[src/rtl/ps2_key_ctrl.sv]
// rtl/ps2_key_ctrl.sv - PS/2 scan-code sequencer: prefix/Pause decoder feeding a fall-through event FIFO.
// Optional inter-byte timeout is built when PS2_KEY_TIMEOUT_EN is defined.
module ps2_key_ctrl #(
  parameter int FIFO_DEPTH     = 8,
  parameter int TIMEOUT_CYCLES = 1_000_000
) (
  input  logic                        clk,
  input  logic                        reset,
  input  logic                        rx_done_tick,
  input  logic [7:0]                  rx_data,
  output logic                        rx_en,
  output logic                        evt_valid,
  input  logic                        evt_ready,
  output logic [7:0]                  evt_code,
  output logic                        evt_ext,
  output logic                        evt_brk,
  output logic [$clog2(FIFO_DEPTH):0] evt_count,
  output logic                        ovf,
  input  logic                        ovf_clr
);

  localparam int AW = $clog2(FIFO_DEPTH);

  typedef enum logic [1:0] {S_IDLE, S_PREFIX, S_PAUSE} state_t;

  state_t      r_state, w_state_nxt;
  logic        r_ext, r_brk, w_ext_nxt, w_brk_nxt;
  logic [2:0]  r_skip, w_skip_nxt;
  logic        w_push;
  logic [9:0]  w_push_evt;
  logic        w_status;
  logic        w_timeout;

  logic [9:0]  r_mem [FIFO_DEPTH];
  logic [AW-1:0] r_wptr, r_rptr;
  logic [AW:0] r_count;
  logic        r_ovf, r_rx_en;
  logic        w_full, w_pop, w_wr, w_drop;
  logic [9:0]  w_head;

  assign w_status = (rx_data == 8'h00) || (rx_data == 8'hAA) || (rx_data == 8'hEE) ||
                    (rx_data == 8'hFA) || (rx_data == 8'hFE) || (rx_data == 8'hFF);

`ifdef PS2_KEY_TIMEOUT_EN
  localparam int TW = $clog2(TIMEOUT_CYCLES) + 1;
  logic [TW-1:0] r_gap;

  always_ff @(posedge clk) begin
    if (reset || rx_done_tick || r_state == S_IDLE) r_gap <= '0;
    else                                            r_gap <= r_gap + 1'b1;
  end

  assign w_timeout = !rx_done_tick && (r_state != S_IDLE) && (r_gap == TW'(TIMEOUT_CYCLES - 1));
`else
  assign w_timeout = 1'b0;
`endif

  always_ff @(posedge clk) begin
    if (reset) begin
      r_state <= S_IDLE;
      r_ext   <= 1'b0;
      r_brk   <= 1'b0;
      r_skip  <= 3'd0;
    end else begin
      r_state <= w_state_nxt;
      r_ext   <= w_ext_nxt;
      r_brk   <= w_brk_nxt;
      r_skip  <= w_skip_nxt;
    end
  end

  always_comb begin
    w_state_nxt = r_state;
    w_ext_nxt   = r_ext;
    w_brk_nxt   = r_brk;
    w_skip_nxt  = r_skip;
    w_push      = 1'b0;
    w_push_evt  = {rx_data, 2'b00};
    if (w_timeout) begin
      w_state_nxt = S_IDLE;
      w_ext_nxt   = 1'b0;
      w_brk_nxt   = 1'b0;
    end else if (rx_done_tick) begin
      case (r_state)
        S_IDLE: begin
          if (rx_data == 8'hE0) begin
            w_ext_nxt   = 1'b1;
            w_state_nxt = S_PREFIX;
          end else if (rx_data == 8'hF0) begin
            w_brk_nxt   = 1'b1;
            w_state_nxt = S_PREFIX;
          end else if (rx_data == 8'hE1) begin
            w_skip_nxt  = 3'd7;
            w_state_nxt = S_PAUSE;
          end else if (!w_status) begin
            w_push = 1'b1;
          end
        end
        S_PREFIX: begin
          if (rx_data == 8'hE0) begin
            w_ext_nxt = 1'b1;
          end else if (rx_data == 8'hF0) begin
            w_brk_nxt = 1'b1;
          end else begin
            // Status or a stray E1 mid-prefix abandons the sequence silently.
            w_push      = !(w_status || rx_data == 8'hE1);
            w_push_evt  = {rx_data, r_ext, r_brk};
            w_ext_nxt   = 1'b0;
            w_brk_nxt   = 1'b0;
            w_state_nxt = S_IDLE;
          end
        end
        S_PAUSE: begin
          w_skip_nxt = r_skip - 3'd1;
          if (r_skip == 3'd1) begin
            w_push      = 1'b1;
            w_push_evt  = {8'hE1, 2'b10};
            w_state_nxt = S_IDLE;
          end
        end
        default: w_state_nxt = S_IDLE;
      endcase
    end
  end

  assign w_full = (r_count == (AW+1)'(FIFO_DEPTH));
  assign w_pop  = evt_valid && evt_ready;
  // A pop in the same cycle frees the slot, so a push into a full FIFO is still accepted.
  assign w_wr   = w_push && (!w_full || w_pop);
  assign w_drop = w_push && w_full && !w_pop;

  always_ff @(posedge clk) begin
    if (w_wr) r_mem[r_wptr] <= w_push_evt;
  end

  always_ff @(posedge clk) begin
    if (reset) begin
      r_wptr  <= '0;
      r_rptr  <= '0;
      r_count <= '0;
      r_ovf   <= 1'b0;
      r_rx_en <= 1'b0;
    end else begin
      if (w_wr)  r_wptr <= r_wptr + 1'b1;
      if (w_pop) r_rptr <= r_rptr + 1'b1;
      case ({w_wr, w_pop})
        2'b10:   r_count <= r_count + 1'b1;
        2'b01:   r_count <= r_count - 1'b1;
        default: r_count <= r_count;
      endcase
      r_ovf   <= w_drop || (r_ovf && !ovf_clr);
      r_rx_en <= (r_count <= (AW+1)'(FIFO_DEPTH - 2));
    end
  end

  assign evt_valid = (r_count != '0);
  assign w_head    = evt_valid ? r_mem[r_rptr] : 10'd0;
  assign evt_code  = w_head[9:2];
  assign evt_ext   = w_head[1];
  assign evt_brk   = w_head[0];
  assign evt_count = r_count;
  assign ovf       = r_ovf;
  assign rx_en     = r_rx_en;

endmodule

[config.mk]
export PLATFORM = sky130hd
export DESIGN_NAME = ps2_key_ctrl
export DESIGN_NICKNAME = d
export VERILOG_FILES = /design/src/rtl/ps2_key_ctrl.sv
export SDC_FILE = /design/constraint.sdc
export NUM_CORES = 1
export LEC_CHECK = 0
export CAP_MARGIN = 20
export CORE_ASPECT_RATIO = 0.8
export CORE_MARGIN = 2
export CORE_UTILIZATION = 25
export CTS_CLUSTER_SIZE = 20
export DETAILED_ROUTE_END_ITERATION = 16
export SLEW_MARGIN = 20
export SYNTH_ARGS = -nofsm -noshare
export SYNTH_HDL_FRONTEND = slang
export SYNTH_SLANG_ARGS = --single-unit
[constraint.sdc]
create_clock -name clk -period 9.3 [get_ports clk]
set_input_delay 1.86 -clock clk [delete_from_list [all_inputs] [get_ports clk]]
set_output_delay 1.86 -clock clk [all_outputs]
set_load 0.005 [all_outputs]
==> results of run 1 <==
## final cells by class
| cell class | count | area [sq um] | share of cell area (%) |
|---|---|---|---|
| clock buffers | 9 | 225 | 4.13 |
| clock inverters | 7 | 55.1 | 1.01 |
| inverters | 12 | 45.0 | 0.825 |
| multi-input cells | 188 | 1670 | 30.6 |
| flip-flops and latches | 102 | 2840 | 52.1 |
| well taps | 225 | 282 | 5.16 |
| repair buffers | 35 | 339 | 6.21 |
## critical path: cells and delay by family
kind | cells | cell delay (ps)
buffers and inverters | 1 | 490
AOI/OAI and AO/OA | 5 | 1200
adders and majority gates | 2 | 420
and+or+nand+nor | 3 | 910
xor gates and xnor gates | 2 | 330
## metal layers
layer / vias up / track usage (%)
met4: 0 / 3.59
met1: 1409 / 13.8
met3: 12 / 2.89
met2: 59 / 16.6
li1: 1291 / -
met5: - / 0
## path summary, 6_finish.rpt
kind / cells past startpoint / end / slack [ps]
worst max-delay path: 13 / evt_count[2]$_SDFFE_PP0P_ / 4350
worst min-delay path: 2 / ovf$_SDFF_PP0_ / 480
worst max register to register: 13 / evt_count[2]$_SDFFE_PP0P_ / 5710
worst min register to register: 2 / ovf$_SDFF_PP0_ / 480
## through the flow
stage	utilization, %	instances	power [mW]
floorplan	-	317	0.759
global placement	29.5	561	0.916
detailed placement	29.5	561	0.923
CTS	31.1	577	1.27
global route	31.1	578	1.33
finish	31.1	578	1.25
## state kept, by name, summed over array words and instances, names as in the netlist, named ones only
| name | cells |
|---|---|
| evt_count | 4 |
| ovf | 1 |
| r_brk | 1 |
| r_ext | 1 |
| r_mem | 80 |
| r_rptr | 3 |
| r_skip | 3 |
| r_state | 2 |
| r_wptr | 3 |
| rx_en | 1 |
## placed cells by master, fill, tap and decap left out, types with 3 or more instances in the layout
cell type / count
nor2_1: 28
o21ai_0: 8
or3_1: 3
clkbuf_16: 9
ha_1: 11
nand4_1: 3
edfxtp_1: 80
and2_1: 3
nand3_1: 8
xor2_1: 4
dfxtp_1: 22
nor3_1: 6
clkdlybuf4s50_1: 29
inv_1: 12
buf_4: 5
nor4_4: 3
a21oi_1: 11
a21o_1: 8
nor2b_1: 5
nand2_1: 12
mux4_2: 20
mux2i_1: 12
a31oi_1: 5
## logic make-up (layout without fill, tap and decap cells)
logic type	Yosys count	count (layout)
flip-flops	102	102
AND/OR/NAND/NOR	92	92
multiplexers	32	32
adder cells (fa/ha/maj)	11	11
XOR/XNOR	6	6
AO/OA/AOI/OAI	47	47
buffers and inverters	27	63
## power groups by stage
stage / Sequential, mW / Combinational (mW) / Clock [mW]
final: 0.547 / 0.355 / 0.353
after global routing: 0.552 / 0.396 / 0.380
after global placement: 0.558 / 0.358 / 0
after detailed placement: 0.561 / 0.362 / 0
after CTS: 0.551 / 0.363 / 0.360
after floorplan: 0.542 / 0.217 / 0
==> impl_metrics.csv, run 1 <==
group,metric,value,unit
worst_hold_path,min_from,"ovf$_SDFF_PP0_",
clock_network,clockRootBuffer,"clkbuf_16",
power_and_ir_drop,ir_worst_vdd,93.4,uV
route,routed_via_density,4.79,
timing,setup_viol,0,
power_and_ir_drop,p_int,898,uW
timing,rsz0062_at_grt,"false",
worst_setup_path,crit_fanout,10,
synth,yosysMostFrequentCell,"edfxtp_1",
clock_network,clockBufferDepth,2,
synth,synth_cell_types,47,
power_and_ir_drop,p_per_area,230,mW/mm^2
floorplanning,rows,43,
timing,hold_viol,0,
synth,synth_ff_type,"edfxtp_1",
floorplanning,ios,30,
global_route,first_global_vias,2780,
route,m1WireLength,4310,microns
synth,yosysTopAreaCellShare,53.1,%
worst_setup_path,path_class,"in2reg",
placement,placed_cell_area,0.00517,sq mm
synth,syn_area,0.00452,sq mm
synth,synth_top_family_by_area,"multiplexers",
worst_setup_path,path_cells,"clkdlybuf4s50_1 -> or3_1 -> a221o_1 -> o2111a_2 -> a21oi_4 -> or2_1 -> ha_1 -> xor2_1 -> ha_1 -> a21oi_1 -> xor2_1 -> or3_1 -> a21oi_1",
route,ant_nets,0,
synth,yosys_warnings,0,
timing,finClkSkew,6.69,ps
route,wl_met2,4570,microns
synth,synth_adder_area_share,3.04,%
floorplanning,chipHeight,124,microns
timing,worst_pin_slew,971,ps
worst_setup_path,critical_path.startpoint_type,"input pin",
clock_network,numCtsBuffers,9,
final_layout,syn2layout_area_growth,20.7,%
synth,ys_async_sr_fraction,0,%
power_and_ir_drop,p_sw,356,uW
synth,ys_ff_latch,102,
worst_setup_path,endpoint_kind,"flop",
placement,hpwlAfterDp,6300,microns
route,wl_met3,456,microns
global_route,grt.total_usage,10.5,%
timing,timing.final.ws_setup,4350,ps
placement,port_buffers,29,
clock_network,post_cts_buffers,0,
floorplanning,start_util,25.8,%
timing,relSlewSlack,34.8,%
route,wl,9510,microns
power_and_ir_drop,combinationalPowerShare,28.3,%
power_and_ir_drop,p_sw_share,28.4,%
timing,max_freq,202,MHz
timing,fin_crit,4950,ps
global_route,grt_overflow,0,
route,drt_pass1_iterations,4,
timing,hold_ws,476,ps
clock_network,cts_resized,0,
placement,gp_congestion,0.795,
worst_setup_path,cp_data_required_time,9560,ps
clock_network,cts_tree,"yes",
timing,fin_crit_sh,53.3,%
final_layout,fill_cells,1738,
clock_network,path_clk_slew,70,ps
synth,synth_mux_area_share,12.6,%
run_status,outcome,"complete, no violations",
synth,syn_inst,317,
global_route,antenna_found_initial,0,
route,wl_per_cell,16.4,microns
clock_network,holdBufCountCts,0,
worst_setup_path,critical_path_arrival,5210,ps
timing,setup_tns,0,ps
synth,synth_compound_area_share,7.16,%
worst_setup_path,regToRegStartpoint,"r_state[0]$_SDFFE_PP0P_",
clock_network,clock_sinks,102,
final_layout,nNetsFinal,372,
synth,yosys.area_share.simple,10.9,%
global_route,grt_pass1_wl,15200,microns
clock_network,clkLatencyLatePin,350,ps
flow_run,cap_violations,0,
power_and_ir_drop,p_seq_share,43.6,%
floorplanning,coreArea,0.0175,sq mm
synth,yosys.area.top_type,"edfxtp_1",
route,vias,2771,
final_layout,n_antenna_cell,0,
power_and_ir_drop,clkPwrFrac,28.1,%
worst_setup_path,max_stage_delay,490,ps
worst_setup_path,critPathSlowestCell,"clkdlybuf4s50_1",
synth,yosys-top-cells-area,"edfxtp_1 (53%), mux4_2 (10%), dfxtp_1 (9.7%)",
route,drc,0,
clock_network,h-tree-depth,3,
timing,slew_violations,0,
floorplanning,die_x,154,microns
floorplanning,dieArea,0.0192,sq mm
synth,synth-edff-count,80,
final_layout,final_cell_area,0.00546,sq mm
synth,yosys.area_share.xor_xnor,1.16,%
route,highest_layer,"met4",
worst_setup_path,crit_start,"rx_data[2]",
final_layout,layout-drive-gt1-share,15.0,%
route,drtIter0Drc,308,
power_and_ir_drop,p_leak,1.74,nW
synth,syn-num-nets,341,
global_route,grt_max_degree,27,
synth,ys_seq_area_share,62.8,%
placement,place_ws,4010,ps
worst_hold_path,hp-class,"reg2reg",
synth,synth_common_cells,"edfxtp_1 (80), nor2_1 (28), dfxtp_1 (22)",
synth,synth_area_per_cell,14.3,sq um
Note: power is estimated with default switching activity, not from simulation.
==> run 2, diff against run 1 <==
==> constraint.sdc (replaced) <==
create_clock -name clk -period 5.05 [get_ports clk]
set_input_delay 1.01 -clock clk [delete_from_list [all_inputs] [get_ports clk]]
set_output_delay 1.01 -clock clk [all_outputs]
set_load 0.005 [all_outputs]
==> run 2 against run 1 <==
Effect of this change:
- register-to-register slack got worse by 3700 ps
- wire length fell by 0.32%
- non-clock buffer count rose by 2
- largest power group unchanged
==> impl_metrics.csv, run 2 (synthesis gave the netlist of run 1 again) <==
group,metric,value,unit
run_status,outcome,"complete, no violations",
floorplanning,start_util,25.8,%
clock_network,numCtsBuffers,9,
floorplanning,dieArea,0.0192,sq mm
final_layout,nNetsFinal,374,
floorplanning,die_x,154,microns
global_route,grt_max_degree,27,
clock_network,cts_tree,"yes",
floorplanning,coreArea,0.0175,sq mm
clock_network,clock_sinks,102,
route,drt_pass1_iterations,4,
clock_network,path_clk_slew,70,ps
final_layout,regMostFlops,"r_mem",
placement,port_buffers,29,
timing,max_freq,249,MHz
flow_run,cap_violations,0,
floorplanning,chipHeight,124,microns
route,drc,0,
final_layout,largest_reg_flops,80,
worst_hold_path,hp-class,"reg2reg",
timing,fin_crit,4020,ps
worst_setup_path,critPathSlowestCell,"clkdlybuf4s50_1",
clock_network,clockBufferDepth,2,
timing,slew_violations,0,
final_layout,mostFrequentLayoutCell,"edfxtp_1",
worst_setup_path,path_cells,"clkdlybuf4s50_1 -> or3_1 -> a221o_1 -> o2111a_2 -> a21oi_4 -> or2_1 -> ha_1 -> xor2_1 -> ha_1 -> a21oi_1 -> xor2_1 -> or3_1 -> a21oi_1",
placement,gp_congestion,0.811,
floorplanning,ios,30,
worst_setup_path,endpoint_kind,"flop",
clock_network,post_cts_buffers,0,
route,routed_via_density,4.75,
floorplanning,rows,43,
timing,relSlewSlack,29.6,%
route,vias,2755,
clock_network,cts_resized,0,
timing,finClkSkew,8.10,ps
worst_setup_path,critical_path.startpoint_type,"input pin",
worst_setup_path,crit_fanout,10,
timing,rsz0062_at_grt,"false",
power_and_ir_drop,p_per_area,438,mW/mm^2
global_route,grt.total_usage,10.4,%
route,drtIter0Drc,195,
route,wl,9480,microns
worst_setup_path,path_class,"in2reg",
final_layout,layout-drive-gt1-share,15.8,%
power_and_ir_drop,p_leak,1.77,nW
final_layout,fin_cells,580,
global_route,grt_overflow,0,
clock_network,holdBufCountCts,0,
placement,place_inst,564,
global_route,first_global_vias,2747,
global_route,antenna_found_initial,0,
final_layout,final_cell_mix,"edfxtp_1 (80), clkdlybuf4s50_1 (29), nor2_1 (28)",
timing,setup_tns,0,ps
route,ant_nets,0,
timing,fin_crit_sh,79.7,%
worst_setup_path,max_stage_delay,480,ps
clock_network,clockRootBuffer,"clkbuf_16",
worst_setup_path,path_delay_family,"compound AO/OA/AOI/OAI gates",
clock_network,h-tree-depth,3,
worst_setup_path,crit_buf_inv,1,
timing,worst_pin_slew,1050,ps
worst_setup_path,cp_data_required_time,5310,ps
clock_network,clkLatencyLatePin,340,ps
timing,setup_viol,0,
route,wl_per_cell,16.3,microns
final_layout,syn2layout_area_growth,21.6,%
worst_setup_path,critical_path_arrival,4280,ps
timing,hold_viol,0,
power_and_ir_drop,ir_worst_vdd,252,uV
placement,hpwlAfterDp,6420,microns
global_route,grt_pass1_wl,15200,microns
final_layout,n_antenna_cell,0,
==> run 2: changes by cell type in the layout (fill, tap and decap cells not counted) <==
cell       delta
clkinv_1      -1
buf_6         -1
buf_4         +3
bufinv_16     +2
clkinv_4      -1
nor4b_2       +2
nor4b_4       -2
==> run 2: path summary, 6_finish.rpt <==
kind | cells past startpoint | slack, ps | startpoint | end
max | 13 | 1030 | rx_data[2] | evt_count[2]$_SDFFE_PP0P_
max reg2reg | 12 | 1970 | r_state[0]$_SDFFE_PP0P_ | evt_count[2]$_SDFFE_PP0P_
min reg2reg | 2 | 470 | ovf$_SDFF_PP0_ | ovf$_SDFF_PP0_
min | 2 | 470 | ovf$_SDFF_PP0_ | ovf$_SDFF_PP0_
==> run 2: stage by stage <==
step	power [mW]	hold WS, ps	cell area, sq um	worst slack (ps)	util, %
2_1_floorplan	1.40	447	4520	1560	-
3_3_place_gp	1.69	464	5170	745	29.5
5_1_grt	2.54	493	5500	793	31.4
4_1_cts	2.45	480	5500	1030	31.4
3_5_place_dp	1.70	461	5170	661	29.5
6_report	2.41	468	5500	1030	31.4
==> run 2: worst register-to-register path, stage by stage (launching register included) <==
cell	delay [ps]
dfxtp_1	370
inv_1	100
ha_1	330
o2111a_2	350
a21oi_4	410
or2_1	190
ha_1	260
xor2_1	180
ha_1	160
a21oi_1	50
xor2_1	160
or3_1	300
a21oi_1	130
==> run 2: area by class of cell <==
type / instances / area [sq um]
Fill cell: 1727 / 12000
Sequential cell: 102 / 2840
Multi-Input combinational cell: 188 / 1650
Timing Repair Buffer: 37 / 350
Tap cell: 225 / 282
Clock buffer: 9 / 225
Clock inverter: 7 / 103
Inverter: 12 / 45.0
==> run 2: power by group <==
group	leakage, nW	switching, mW	internal, mW	total (mW)
clock network	0.162	0.310	0.441	0.751
registers	0.910	0.0852	0.955	1.04
logic	0.701	0.263	0.357	0.620
==> run 2: metal layers <==
| metal | vias to the layer above | share of wire, % | GRT usage [%] |
|---|---|---|---|
| met1 | 1397 | 46 | 13.6 |
| met2 | 59 | 47 | 16.6 |
| met3 | 10 | 4.8 | 3.34 |
| li1 | 1289 | - | - |
| met4 | 0 | 1.7 | 2.78 |
| met5 | - | 0 | 0 |
==> run 3, diff against run 2 <==
==> constraint.sdc (replaced) <==
create_clock -name clk -period 3.2 [get_ports clk]
set_input_delay 0.64 -clock clk [delete_from_list [all_inputs] [get_ports clk]]
set_output_delay 0.64 -clock clk [all_outputs]
set_load 0.005 [all_outputs]
==> run 3 against run 2 <==
Effect of this change:
- setup slack lost 970 ps
- critical path depth unchanged
- sequential power grew 52%
- final area grew 4.3%
- worst hold slack got worse by 10 ps
- power up 56%
==> impl_metrics.csv, run 3 (synthesis gave the netlist of run 1 again) <==
group,metric,value,unit
run_status,outcome,"complete, no violations",
timing,worst_pin_slew,756,ps
worst_hold_path,min_path_cells,2,
timing,setup_viol,0,
timing,relSlewSlack,49.5,%
route,drtIter0Drc,170,
timing,rsz0062_at_grt,"false",
worst_setup_path,regToRegStartpoint,"r_state[0]$_SDFFE_PP0P_",
floorplanning,dieArea,0.0192,sq mm
final_layout,final_cell_mix,"edfxtp_1 (80), buf_4 (40), nor2_1 (28), clkdlybuf4s50_1 (28), dfxtp_1 (22)",
route,routed_via_density,4.63,
global_route,grt.total_usage,10.5,%
placement,gp_congestion,0.822,
timing,fin_crit_sh,98.1,%
floorplanning,die_x,154,microns
timing,finClkSkew,6.20,ps
worst_setup_path,critical_path.startpoint_type,"input pin",
clock_network,clockBufferDepth,2,
power_and_ir_drop,ir_worst_vdd,316,uV
power_and_ir_drop,p_leak,1.93,nW
final_layout,mostFrequentLayoutCell,"edfxtp_1",
final_layout,nNetsFinal,408,
floorplanning,start_util,25.8,%
final_layout,fin_cells,613,
route,wl,9670,microns
floorplanning,coreArea,0.0175,sq mm
clock_network,h-tree-depth,3,
placement,port_buffers,29,
worst_setup_path,rr_worst_depth,14,
final_layout,regMostFlops,"r_mem",
route,drc,0,
clock_network,clockRootBuffer,"clkbuf_16",
worst_setup_path,rrSetupSlack,240,ps
clock_network,numCtsBuffers,9,
final_layout,n_antenna_cell,0,
power_and_ir_drop,p_per_area,654,mW/mm^2
global_route,grt_pass1_wl,15500,microns
global_route,antenna_found_initial,0,
route,wl_per_cell,15.8,microns
clock_network,clock_sinks,102,
timing,hold_viol,0,
clock_network,path_clk_slew,70,ps
floorplanning,rows,43,
placement,hpwlAfterDp,6560,microns
worst_setup_path,path_delay_family,"compound AO/OA/AOI/OAI gates",
flow_run,cap_violations,0,
worst_setup_path,crit_buf_inv,1,
worst_setup_path,r2r_end,"evt_count[2]$_SDFFE_PP0P_",
clock_network,holdBufCountCts,0,
global_route,grt_overflow,0,
clock_network,clkLatencyLatePin,340,ps
worst_setup_path,critical_path_arrival,3400,ps
global_route,first_global_vias,2865,
floorplanning,chipHeight,124,microns
route,ant_nets,0,
final_layout,syn2layout_area_growth,26.8,%
worst_setup_path,critPathSlowestCell,"clkdlybuf4s50_1",
placement,place_inst,596,
worst_hold_path,hold_end,"ovf$_SDFF_PP0_",
timing,fin_crit,3140,ps
global_route,grt_max_degree,21,
worst_hold_path,hp-class,"reg2reg",
final_layout,fill_cells,1721,
worst_setup_path,max_stage_delay,430,ps
floorplanning,ios,30,
worst_hold_path,min_from,"ovf$_SDFF_PP0_",
clock_network,cts_tree,"yes",
worst_setup_path,path_cells,"clkdlybuf4s50_1 -> or3_1 -> a221o_1 -> o2111a_2 -> a21oi_4 -> or2_1 -> ha_2 -> xor2_1 -> ha_1 -> a21oi_1 -> xor2_1 -> or3_1 -> a21oi_1",
final_layout,final_cell_area,0.00574,sq mm
worst_setup_path,cp_data_required_time,3460,ps
route,drt_pass1_iterations,4,
worst_setup_path,endpoint_kind,"flop",
timing,max_freq,319,MHz
placement,placed_cell_area,0.00543,sq mm
worst_setup_path,crit_fanout,2,
final_layout,layout-drive-gt1-share,22.9,%
final_layout,largest_reg_flops,80,
route,vias,2840,
worst_setup_path,path_class,"in2reg",
timing,slew_violations,0,
==> run 3: cell types whose count changed in the layout (fill, tap and decap cells not counted), sizes merged <==
cell / before / now
buf: 8 / 42
clkinvlp: 0 / 2
inv: 15 / 13
bufinv: 2 / 1
clkbuf: 9 / 10
clkdlybuf4s50: 29 / 28
clkinv: 2 / 1
dlymetal6s2s: 0 / 1
==> run 3: layout make-up <==
cell class	instances	area [sq um]	area share, %
Clock buffer	10	229	3.99
Clock inverter	5	58.8	1.03
Inverter	12	45.0	0.785
Multi-Input combinational cell	188	1650	28.7
Sequential cell	102	2840	49.6
Tap cell	225	282	4.91
Timing Repair Buffer	71	633	11.0
==> run 3: worst register-to-register path, cell delays in order (launching register included) <==
cell	delay, ps
dfxtp_1	330
inv_1	110
ha_1	320
nand3b_1	180
nor3_1	250
buf_4	220
a21oi_4	50
or2_1	250
ha_2	190
xor2_1	140
ha_1	180
a21oi_1	140
xor2_1	90
or3_1	310
a21oi_1	150
==> run 3: worst max path at each step <==
stage | start | end | slack (ps) | cells past startpoint
floorplan | rx_data[2] | evt_count[2]$_SDFFE_PP0P_ | 80 | 12
global placement | rx_data[2] | evt_count[2]$_SDFFE_PP0P_ | -260 | 13
detailed placement | rx_data[2] | evt_count[2]$_SDFFE_PP0P_ | -320 | 13
CTS | rx_data[2] | evt_count[2]$_SDFFE_PP0P_ | 40 | 13
global route | rx_data[2] | evt_count[2]$_SDFFE_PP0P_ | 2 | 13
finish | rx_data[2] | evt_count[2]$_SDFFE_PP0P_ | 60 | 13
==> run 3: what timing repair did <==
action | CTS | global route
buffers inserted | 0 | 2
endpoints found under the setup margin | 0 | 1
resized for setup | 0 | 3
==> run 3: routing by layer <==
metal | wire (microns) | GRT usage (%) | vias to the layer above
met1 | 4640 | 13.8 | 1429
met2 | 4550 | 16.9 | 39
met4 | 117 | 3.16 | 0
met3 | 356 | 3.24 | 11
met5 | 0 | 0 | -
li1 | - | - | 1361
==> run 3: power by group <==
group	internal [mW]	switching [mW]	total (mW)
sequential	1.51	0.0737	1.58
combinational	0.627	0.491	1.12
clock	0.603	0.452	1.05
total	2.74	1.02	3.75
==> run 3: metrics by stage <==
step / setup TNS, ps / hold slack [ps] / power (mW) / worst slack [ps] / util, %
2_1_floorplan: 0 / 447 / 2.20 / 83.9 / -
6_report: 0 / 458 / 3.75 / 60.5 / 32.7
5_1_grt: 0 / 495 / 3.97 / 1.75 / 32.7
3_3_place_gp: -281 / 448 / 2.73 / -259 / 31.0
4_1_cts: 0 / 464 / 3.81 / 38.8 / 32.6
3_5_place_dp: -377 / 447 / 2.75 / -318 / 31.0
